--- src/rtl/carfield_addr_rule_table_pkg.sv ---
// carfield_addr_rule_pkg: rule type, register map offsets and the Carfield default windows
package carfield_addr_rule_pkg;

    typedef logic [63:0] doub_bt;

    typedef struct packed {
        doub_bt en;
        doub_bt base;
        doub_bt size;
    } addr_rule_t;

    localparam int MaxRules = 16;

    localparam logic [4:0] RegCtrl    = 5'h00;
    localparam logic [4:0] RegBaseSh  = 5'h08;
    localparam logic [4:0] RegSizeSh  = 5'h10;
    localparam logic [4:0] RegActBase = 5'h18;
    localparam logic [7:0] RegLock    = 8'hF8;

    localparam int CtrlEnBit     = 0;
    localparam int CtrlCommitBit = 1;

    localparam addr_rule_t NoRule = '0;

    // mailbox, L2 port 0, L2 port 1, safety island, PULP cluster, Spatz cluster, peripherals
    localparam addr_rule_t DefaultRules [MaxRules] = '{
        '{en: 64'd1, base: 64'h0000_4000_0000, size: 64'h0000_0000_1000},
        '{en: 64'd1, base: 64'h0000_7800_0000, size: 64'h0000_0020_0000},
        '{en: 64'd1, base: 64'h0000_7820_0000, size: 64'h0000_0020_0000},
        '{en: 64'd1, base: 64'h0000_6000_0000, size: 64'h0000_0080_0000},
        '{en: 64'd1, base: 64'h0000_5000_0000, size: 64'h0000_0080_0000},
        '{en: 64'd1, base: 64'h0000_5100_0000, size: 64'h0000_0080_0000},
        '{en: 64'd1, base: 64'h0000_2000_1000, size: 64'h0000_0000_9000},
        NoRule, NoRule, NoRule, NoRule, NoRule, NoRule, NoRule, NoRule, NoRule
    };

endpackage

--- src/rtl/carfield_addr_rule_table_if.sv ---
// carfield_addr_rule_table_if: config register port and decode handshake of the rule table
interface carfield_addr_rule_table_if #(
    parameter int AddrWidth = 48,
    parameter int IdxWidth  = 3
);
    logic                 cfg_req_i;
    logic                 cfg_we_i;
    logic [7:0]           cfg_addr_i;
    logic [63:0]          cfg_wdata_i;
    logic                 cfg_gnt_o;
    logic                 cfg_rvalid_o;
    logic [63:0]          cfg_rdata_o;
    logic                 cfg_err_o;
    logic                 dec_valid_i;
    logic                 dec_ready_o;
    logic [AddrWidth-1:0] dec_addr_i;
    logic                 dec_valid_o;
    logic                 dec_ready_i;
    logic                 dec_hit_o;
    logic [IdxWidth-1:0]  dec_idx_o;
    logic                 dec_multi_o;

    modport slave (
        input  cfg_req_i, cfg_we_i, cfg_addr_i, cfg_wdata_i, dec_valid_i, dec_addr_i, dec_ready_i,
        output cfg_gnt_o, cfg_rvalid_o, cfg_rdata_o, cfg_err_o, dec_ready_o, dec_valid_o,
               dec_hit_o, dec_idx_o, dec_multi_o
    );

    modport master (
        output cfg_req_i, cfg_we_i, cfg_addr_i, cfg_wdata_i, dec_valid_i, dec_addr_i, dec_ready_i,
        input  cfg_gnt_o, cfg_rvalid_o, cfg_rdata_o, cfg_err_o, dec_ready_o, dec_valid_o,
               dec_hit_o, dec_idx_o, dec_multi_o
    );
endinterface

--- src/rtl/carfield_addr_rule_table_match.sv ---
// carfield_addr_rule_match: single-window comparator, overflow-free at the top of the address space
module carfield_addr_rule_match #(
    parameter int AddrWidth = 48
) (
    input  logic                 en_i,
    input  logic [AddrWidth-1:0] base_i,
    input  logic [AddrWidth-1:0] size_i,
    input  logic [AddrWidth-1:0] addr_i,
    output logic                 match_o
);
    assign match_o = en_i && (addr_i >= base_i) && ((addr_i - base_i) < size_i);
endmodule

--- src/rtl/carfield_addr_rule_table.sv ---
// carfield_addr_rule_table: shadow/commit programmable windows with pipelined priority decode; sticky LOCK under CARFIELD_ADDR_RULE_LOCK_EN
module carfield_addr_rule_table
    import carfield_addr_rule_pkg::*;
#(
    parameter int NumRules  = 8,
    parameter int AddrWidth = 48,
    parameter int IdxWidth  = (NumRules > 1) ? $clog2(NumRules) : 1
) (
    input logic clk_i,
    input logic rst_i,
    carfield_addr_rule_table_if.slave bus
);
    logic [NumRules-1:0]  en_q, en_d;
    logic [AddrWidth-1:0] base_q    [NumRules];
    logic [AddrWidth-1:0] base_d    [NumRules];
    logic [AddrWidth-1:0] size_q    [NumRules];
    logic [AddrWidth-1:0] size_d    [NumRules];
    logic [AddrWidth-1:0] base_sh_q [NumRules];
    logic [AddrWidth-1:0] base_sh_d [NumRules];
    logic [AddrWidth-1:0] size_sh_q [NumRules];
    logic [AddrWidth-1:0] size_sh_d [NumRules];
    logic                 lock_q;
    logic                 rvalid_q, err_q, err_d;
    logic [63:0]          rdata_q, rdata_d;
    logic [2:0]           sel;
    logic [4:0]           off;
    logic                 is_lock, bad, wr_rule, unused_wdata;

    assign sel          = bus.cfg_addr_i[7:5];
    assign off          = bus.cfg_addr_i[4:0];
    assign is_lock      = bus.cfg_addr_i == RegLock;
    assign unused_wdata = ^bus.cfg_wdata_i;

    // LOCK aliases the last slot of rule 7, so it is decoded before the per-rule map
    assign bad = (off[2:0] != 3'd0)
              || (!is_lock && ((32'(sel) >= NumRules) || (bus.cfg_we_i && off == RegActBase)))
              || (bus.cfg_we_i && lock_q);
    assign wr_rule = bus.cfg_req_i && bus.cfg_we_i && !bad && !is_lock;
    assign err_d   = bus.cfg_req_i && bad;

`ifdef CARFIELD_ADDR_RULE_LOCK_EN
    always_ff @(posedge clk_i)
        lock_q <= rst_i ? 1'b0
                        : lock_q | (bus.cfg_req_i && bus.cfg_we_i && !bad && is_lock && bus.cfg_wdata_i[0]);
`else
    assign lock_q = 1'b0;
`endif

    always_comb begin
        en_d      = en_q;
        base_d    = base_q;
        size_d    = size_q;
        base_sh_d = base_sh_q;
        size_sh_d = size_sh_q;
        if (wr_rule && off == RegCtrl) begin
            en_d[sel] = bus.cfg_wdata_i[CtrlEnBit];
            if (bus.cfg_wdata_i[CtrlCommitBit]) begin
                base_d[sel] = base_sh_q[sel];
                size_d[sel] = size_sh_q[sel];
            end
        end
        if (wr_rule && off == RegBaseSh) base_sh_d[sel] = bus.cfg_wdata_i[AddrWidth-1:0];
        if (wr_rule && off == RegSizeSh) size_sh_d[sel] = bus.cfg_wdata_i[AddrWidth-1:0];
    end

    always_comb begin
        rdata_d = '0;
        if (bus.cfg_req_i && !bus.cfg_we_i && !bad)
            rdata_d = is_lock             ? 64'(lock_q)
                    : (off == RegCtrl)    ? 64'(en_q[sel])
                    : (off == RegBaseSh)  ? 64'(base_sh_q[sel])
                    : (off == RegSizeSh)  ? 64'(size_sh_q[sel])
                    :                       64'(base_q[sel]);
    end

    always_ff @(posedge clk_i) begin
        if (rst_i) begin
            for (int r = 0; r < NumRules; r++) begin
                en_q[r]      <= DefaultRules[r].en[0];
                base_q[r]    <= DefaultRules[r].base[AddrWidth-1:0];
                size_q[r]    <= DefaultRules[r].size[AddrWidth-1:0];
                base_sh_q[r] <= DefaultRules[r].base[AddrWidth-1:0];
                size_sh_q[r] <= DefaultRules[r].size[AddrWidth-1:0];
            end
            rvalid_q <= 1'b0;
            err_q    <= 1'b0;
            rdata_q  <= '0;
        end else begin
            en_q      <= en_d;
            base_q    <= base_d;
            size_q    <= size_d;
            base_sh_q <= base_sh_d;
            size_sh_q <= size_sh_d;
            rvalid_q  <= bus.cfg_req_i;
            err_q     <= err_d;
            rdata_q   <= rdata_d;
        end
    end

    assign bus.cfg_gnt_o    = bus.cfg_req_i;
    assign bus.cfg_rvalid_o = rvalid_q;
    assign bus.cfg_err_o    = err_q;
    assign bus.cfg_rdata_o  = rdata_q;

    logic [NumRules-1:0] match;
    logic [IdxWidth-1:0] idx, idx_q;
    logic                accept, dec_valid_q, hit_q, multi_q;

    for (genvar g = 0; g < NumRules; g++) begin : g_match
        carfield_addr_rule_match #(.AddrWidth(AddrWidth)) u_match (
            .en_i    (en_q[g]),
            .base_i  (base_q[g]),
            .size_i  (size_q[g]),
            .addr_i  (bus.dec_addr_i),
            .match_o (match[g])
        );
    end

    always_comb begin
        idx = '0;
        for (int r = NumRules - 1; r >= 0; r--) idx = match[r] ? IdxWidth'(r) : idx;
    end

    assign bus.dec_ready_o = !dec_valid_q || bus.dec_ready_i;
    assign accept          = bus.dec_valid_i && bus.dec_ready_o;

    always_ff @(posedge clk_i) begin
        if (rst_i) begin
            dec_valid_q <= 1'b0;
            hit_q       <= 1'b0;
            idx_q       <= '0;
            multi_q     <= 1'b0;
        end else begin
            dec_valid_q <= accept || (dec_valid_q && !bus.dec_ready_i);
            if (accept) begin
                hit_q   <= |match;
                idx_q   <= idx;
                multi_q <= |(match & (match - NumRules'(1)));
            end
        end
    end

    assign bus.dec_valid_o = dec_valid_q;
    assign bus.dec_hit_o   = hit_q;
    assign bus.dec_idx_o   = idx_q;
    assign bus.dec_multi_o = multi_q;
endmodule
--- src/flat_wrapper.sv ---
// flat-port wrapper written by rule: the top's interface ports become plain ports
module carfield_addr_rule_table_flat import carfield_addr_rule_pkg::*;
#(
    parameter int NumRules  = 8,
    parameter int AddrWidth = 48,
    parameter int IdxWidth  = (NumRules > 1) ? $clog2(NumRules) : 1
)
  (clk_i, rst_i, bus_cfg_req_i, bus_cfg_we_i, bus_cfg_addr_i, bus_cfg_wdata_i, bus_dec_valid_i, bus_dec_addr_i, bus_dec_ready_i, bus_cfg_gnt_o, bus_cfg_rvalid_o, bus_cfg_rdata_o, bus_cfg_err_o, bus_dec_ready_o, bus_dec_valid_o, bus_dec_hit_o, bus_dec_idx_o, bus_dec_multi_o);
  carfield_addr_rule_table_if #(.AddrWidth(AddrWidth), .IdxWidth(IdxWidth)) bus_i ();
  input logic clk_i;
  input logic rst_i;
  input wire logic [$bits(bus_i.cfg_req_i)-1:0] bus_cfg_req_i;
  input wire logic [$bits(bus_i.cfg_we_i)-1:0] bus_cfg_we_i;
  input wire logic [$bits(bus_i.cfg_addr_i)-1:0] bus_cfg_addr_i;
  input wire logic [$bits(bus_i.cfg_wdata_i)-1:0] bus_cfg_wdata_i;
  input wire logic [$bits(bus_i.dec_valid_i)-1:0] bus_dec_valid_i;
  input wire logic [$bits(bus_i.dec_addr_i)-1:0] bus_dec_addr_i;
  input wire logic [$bits(bus_i.dec_ready_i)-1:0] bus_dec_ready_i;
  output wire logic [$bits(bus_i.cfg_gnt_o)-1:0] bus_cfg_gnt_o;
  output wire logic [$bits(bus_i.cfg_rvalid_o)-1:0] bus_cfg_rvalid_o;
  output wire logic [$bits(bus_i.cfg_rdata_o)-1:0] bus_cfg_rdata_o;
  output wire logic [$bits(bus_i.cfg_err_o)-1:0] bus_cfg_err_o;
  output wire logic [$bits(bus_i.dec_ready_o)-1:0] bus_dec_ready_o;
  output wire logic [$bits(bus_i.dec_valid_o)-1:0] bus_dec_valid_o;
  output wire logic [$bits(bus_i.dec_hit_o)-1:0] bus_dec_hit_o;
  output wire logic [$bits(bus_i.dec_idx_o)-1:0] bus_dec_idx_o;
  output wire logic [$bits(bus_i.dec_multi_o)-1:0] bus_dec_multi_o;
  assign bus_i.cfg_req_i = bus_cfg_req_i;
  assign bus_i.cfg_we_i = bus_cfg_we_i;
  assign bus_i.cfg_addr_i = bus_cfg_addr_i;
  assign bus_i.cfg_wdata_i = bus_cfg_wdata_i;
  assign bus_i.dec_valid_i = bus_dec_valid_i;
  assign bus_i.dec_addr_i = bus_dec_addr_i;
  assign bus_i.dec_ready_i = bus_dec_ready_i;
  assign bus_cfg_gnt_o = bus_i.cfg_gnt_o;
  assign bus_cfg_rvalid_o = bus_i.cfg_rvalid_o;
  assign bus_cfg_rdata_o = bus_i.cfg_rdata_o;
  assign bus_cfg_err_o = bus_i.cfg_err_o;
  assign bus_dec_ready_o = bus_i.dec_ready_o;
  assign bus_dec_valid_o = bus_i.dec_valid_o;
  assign bus_dec_hit_o = bus_i.dec_hit_o;
  assign bus_dec_idx_o = bus_i.dec_idx_o;
  assign bus_dec_multi_o = bus_i.dec_multi_o;
  carfield_addr_rule_table #(.NumRules(NumRules), .AddrWidth(AddrWidth), .IdxWidth(IdxWidth)) u_core (.clk_i(clk_i), .rst_i(rst_i), .bus(bus_i));
endmodule
--- config.mk ---
export PLATFORM = sky130hd
export DESIGN_NAME = carfield_addr_rule_table_flat
export DESIGN_NICKNAME = d
export VERILOG_FILES = /design/src/rtl/carfield_addr_rule_table_pkg.sv /design/src/rtl/carfield_addr_rule_table_if.sv /design/src/rtl/carfield_addr_rule_table_match.sv /design/src/rtl/carfield_addr_rule_table.sv /design/src/flat_wrapper.sv
export SDC_FILE = /design/constraint.sdc
export NUM_CORES = 2
export LEC_CHECK = 0
export ABC_AREA = 1
export CAP_MARGIN = 15
export CORE_ASPECT_RATIO = 2
export CORE_MARGIN = 5
export CORE_UTILIZATION = 50
export DETAILED_ROUTE_END_ITERATION = 8
export GPL_TIMING_DRIVEN = 0
export PLACE_DENSITY = 0.63
export SYNTH_ARGS = -nofsm -noshare
export SYNTH_HDL_FRONTEND = slang
export SYNTH_SLANG_ARGS = --single-unit
export TNS_END_PERCENT = 20
--- constraint.sdc ---
create_clock -name clk_i -period 5.6 [get_ports clk_i]
set_input_delay 0.84 -clock clk_i [delete_from_list [all_inputs] [get_ports clk_i]]
set_output_delay 0.84 -clock clk_i [all_outputs]
set_load 0.01 [all_outputs]
==> metrics.txt, run 1 <==
Congestion Overflow GR=8333; error message=[ERROR GRT-0116] Global routing finished with congestion. Check the congestion regions in the DRC Viewer.; synthesized cell area=0.0941 mm^2; Area after DPL=0.103 mm^2; Sink Count=1600; asr flop ratio synth=0%; I/O pin cnt=200; Overall Global Routing Usage=84.0%; Last stage=global routing (5_1_grt); H-tree levels=4; status=stopped before the end; hold-fix buffers at CTS=0; vias in the first global route=136000; sequential area share after synthesis=34.1%; dpl ws=-3.43 ns; synthesized area per cell=6.98 um^2; first-pass GRT wire length=1250000 um; chip width=317 um; post-DP HPWL=549000 um; initial core utilization=50.2%; post-synth cell types=55; number of enable flip-flop cells after synthesis=0; clk buf depth=4; Ys Warns=0; largest net degree at the start of global routing=17; Syn Inst Count=13500; die extent in y=623 um; I/O Buffers=165; CTS root buf=clkbuf_16; RD Place Congestion=1.45; Placement Rows=225; Synth Flop Type=dfxtp_1; placed cells=16400; #FFs+latches synth=1600; Inserted Clock Buffers=159
[Yosys cell counts, types with 14 or more instances]
cell type  instances  share of area [%]
nor3_1            62               0.33
buf_2             77               0.41
o2111ai_1         20               0.19
o21a_1            39               0.31
buf_1             38               0.15
inv_2             23              0.092
o31ai_1           14               0.11
o21bai_1          42               0.34
clkbuf_1         560                2.2
dfxtp_1         1600                 34
o211ai_1          58               0.46
a211oi_1          15               0.12
buf_4             17               0.14
o21ai_0         1866                9.9
nand4_1          108               0.72
nand3_1          249                1.3
inv_1           1678                6.7
a21o_1            60               0.48
a22oi_1           89               0.71
a21boi_0          18               0.14
xnor2_1          127                1.2
a21oi_1         1635                8.7
a22o_1            20               0.19
a221oi_1         141                1.3
o21ai_1           55               0.29
ha_1             760                 10
o221ai_1          14               0.13
o41ai_1           14               0.13
nor2_1          1736                6.9
o22ai_1          189                1.3
xor2_1           237                2.2
nor4_1            38               0.25
a31oi_1          135               0.90
nand2_1         1656                6.6
[metal layers]
layer / GRT usage [%] / overflow
met5: 34.1 / 20
met3: 65.2 / 155
met1: 77.1 / 135
met2: 107 / 5942
met4: 91.6 / 2081
[stage by stage]
step,setup TNS (ns),hold slack [ns]
global placement,-1055.17,0.434
CTS,-0.0576,0.450
floorplan,0,0.423
detailed placement,-209.19,0.440
[kinds of logic after synthesis]
family	synth area share, %
other	0.00399
buffers and inverters	9.88
adder cells (fa/ha/maj)	10.3
flip-flops	34.1
AO/OA/AOI/OAI	25.9
XOR/XNOR	3.39
AND/OR/NAND/NOR	16.5
[what timing repair did]
item	in CTS
setup buffers	30
setup endpoints to repair	15
resized for setup	311
pin swaps	24
==> inputs of run 2 (changes only) <==
--- a/config.mk
+++ b/config.mk
@@ -7,12 +7,11 @@
 export LEC_CHECK = 0
 export ABC_AREA = 1
 export CAP_MARGIN = 15
-export CORE_ASPECT_RATIO = 2
 export CORE_MARGIN = 5
-export CORE_UTILIZATION = 50
+export CORE_UTILIZATION = 35
 export DETAILED_ROUTE_END_ITERATION = 8
 export GPL_TIMING_DRIVEN = 0
-export PLACE_DENSITY = 0.63
+export PLACE_DENSITY_LB_ADDON = 0.15
 export SYNTH_ARGS = -nofsm -noshare
 export SYNTH_HDL_FRONTEND = slang
 export SYNTH_SLANG_ARGS = --single-unit
==> metrics.txt, run 2 <==
largest fanout on the critical path=10; violation count after the first detailed-route iteration=15500; Syn Inst Count=13500 (unchanged); MaxCap Viol Count=0; post-synth cell types=55 (unchanged); synthesized area per cell=6.98 um^2 (unchanged); top cell type's share of synthesized area=34.1% (unchanged); RD Place Congestion=1.07 (was 1.45); sequential area share after synthesis=34.1% (unchanged); share of cells above drive strength 1=6.23%; CTS clock-pin slew for the worst setup and hold paths=0.06 ns; Critical Path RT=6.25 ns; Pins Over Slew Limit=1; Area after DPL=0.104 mm^2 (was 0.103 mm^2); CP Launch Type=primary input; total negative slack=-2.63 ns; DR DRC count=0; count leader, synth=o21ai_0 (unchanged); vias per cell=5.96; Setup crit end kind=flip-flop; Final Cycle Share=104%; failing checks=slew limit, setup timing; Pleak=0.0447 uW; top cells by area, synth=dfxtp_1 (34%), ha_1 (10%), o21ai_0 (9.9%) (unchanged); Sink Count=1600 (unchanged); Pint=20100 uW; Finished Layout Cells=17900; Layout Area Growth over Synthesis=18.6%; placed cells=17400 (was 16400); PD cells=262 mW/mm^2; Filler cells=28700; Congestion Overflow GR=0; die extent in y=528 um (was 623 um); CTS tree=yes; H-tree levels=4 (unchanged); buffers and inverters on the worst path=6; Overall Global Routing Usage=44.5%; status=finished, violations left (was stopped before the end); #FFs+latches synth=1600 (unchanged); Finished Cell Area=0.112 mm^2; largest net degree at the start of global routing=17; Worst Path Arrival=6.47 ns; Net Sw Frac=31.2%; critical path, cell by cell=clkdlybuf4s50_1, nor2_1, nand2_1, clkinv_1, clkbuf_2, clkbuf_1, nand2_1, nand4_1, buf_8, buf_8, o21ai_0, a21oi_1; slowest cell delay on critical path=0.79 ns; Nets=15000; Flop pwr share=39.0%; DR WL/cell=36.2 um; I/O pin cnt=200 (unchanged); CTS root buf=clkbuf_16 (unchanged); Detail Route Antenna Nets=0; Inserted Clock Buffers=194 (was 159); clk_skew=0.0886 ns; total wire length=649000 um; Worst-Margin Slew=1.56 ns; vias in the first global route=95900; asr flop ratio synth=0% (unchanged); Core Region=0.268 mm^2; setup violators final=51; via count=107000; Synth top cells by count=o21ai_0 (1866), nor2_1 (1736), inv_1 (1678) (unchanged); post-DP HPWL=512000 um (was 549000 um); Final Hold Viols=0; Sequential cell area=0.0320 mm^2; most common cell after layout, fill and taps aside=o21ai_0; worst-skew pair later-pin latency=0.96 ns; top cell family by delay on the critical path=buffers and inverters; I/O Buffers=165 (unchanged); slowest CP cell=nand4_1; initial antenna violation count=132; worst setup margin=-0.218 ns; RSZ-0062 raised after global routing=no; Ys Warns=0 (unchanged); clk buf depth=4 (unchanged); Synth area leader=dfxtp_1 (unchanged); first-pass GRT wire length=850000 um; synthesized cell area=0.0941 mm^2 (unchanged); number of enable flip-flop cells after synthesis=0 (unchanged); Psw=9120 uW; DR pass1 iterations=8; Multi-input gate area=0.0533 mm^2; hold-fix buffers at CTS=0 (unchanged); Clk network pwr share=45.2%; Max Freq=0.172 GHz; commonest cells after routing, fill and taps aside=o21ai_0 (1845), nor2_1 (1730), inv_1 (1677); Placement Rows=190 (was 225); Hold Path Class=reg2reg; Comb power frac=15.8%; initial core utilization=35.1% (was 50.2%); chip width=528 um (was 317 um); post-layout min period=5.82 ns; Setup Crit Path Kind=in2reg; maximum vdd drop=0.000270 V; Worst slew margin=-3.72%; die area=0.279 mm^2; Synth Flop Type=dfxtp_1 (unchanged)
run 2: cell counts after synthesis:
Identical to the previous run, type by type.
run 2: per-layer routing:
metal | track usage (%) | share of wire (%) | up-vias
met5 | 0 | 0.041 | -
met4 | 42.1 | 11 | 42
met3 | 10.5 | 10 | 1988
met2 | 64.7 | 41 | 7165
met1 | 53.6 | 37 | 51000
li1 | - | - | 46800
run 2: layout make-up:
class | instances | area share, %
Clock buffer | 270 | 5.05
Tap cell | 3552 | 3.98
Timing Repair Buffer | 392 | 5.00
Buffer | 706 | 2.66
Inverter | 1705 | 5.76
Sequential cell | 1600 | 28.7
Clock inverter | 74 | 0.689
Antenna cell | 154 | 0.346
Multi-Input combinational cell | 9483 | 47.8
run 2: metrics by stage:
step / setup WS, ns / utilization (%) / hold slack (ns) / total power, uW
2_1_floorplan: 0.873 / - / 0.423 / 14100
4_1_cts: -0.00456 / 41.4 / 0.449 / 28900
3_3_place_gp: -3.21 / 37.4 / 0.437 / 15900
3_5_place_dp: -2.14 / 38.9 / 0.439 / 16000
6_report: -0.218 / 41.7 / 0.451 / 29200
5_1_grt: 0.00393 / 41.6 / 0.464 / 29900
run 2: worst paths after layout:
| kind | start | endpoint | slack (ns) | cells past startpoint |
|---|---|---|---|---|
| hold / removal | u_core.base_sh_q[141]$_SDFFE_PP0P_ | u_core.base_sh_q[141]$_SDFFE_PP0P_ | 0.45 | 2 |
| setup / recovery | bus_cfg_addr_i[6] | u_core.bus.cfg_rdata_o[2]$_SDFF_PP0_ | -0.22 | 12 |
| hold reg to reg | u_core.base_sh_q[141]$_SDFFE_PP0P_ | u_core.base_sh_q[141]$_SDFFE_PP0P_ | 0.45 | 2 |
| setup reg to reg | u_core.base_q[33]$_SDFFE_PP0P_ | u_core.bus.dec_hit_o$_SDFFE_PP0P_ | 0.17 | 23 |
run 2: tightest hold or removal path: cells and delay by family (launching register included):
| family | cells | cell delay, ns |
|---|---|---|
| flip-flops | 1 | 0.29 |
| buffers and inverters | 1 | 0.06 |
| AO/OA/AOI/OAI | 1 | 0.05 |
run 2: repair_timing:
action / in CTS / in global routing
gates resized for setup: 37 / 68
endpoints found under the setup margin: 6 / 5
endpoints found under the hold margin: 0 / 0
buffers inserted: 1 / 8
pin swaps: 2 / 10
run 2: cells by family after synthesis:
logic type | synth area share [%]
flops | 34.1
other cells | 0.00399
buf+inv | 9.88
simple gates | 16.5
fa+ha+maj | 10.3
compound gates | 25.9
xor+xnor | 3.39
run 2: power by group through the flow:
stage | logic [uW] | registers (uW) | clock network (uW)
finish | 4630 | 11400 | 13200
global route | 4880 | 11400 | 13600
CTS | 4380 | 11400 | 13200
detailed placement | 4340 | 11600 | 0
global placement | 4270 | 11600 | 0
floorplan | 2430 | 11600 | 0
Power figures use the tool's default switching activity.
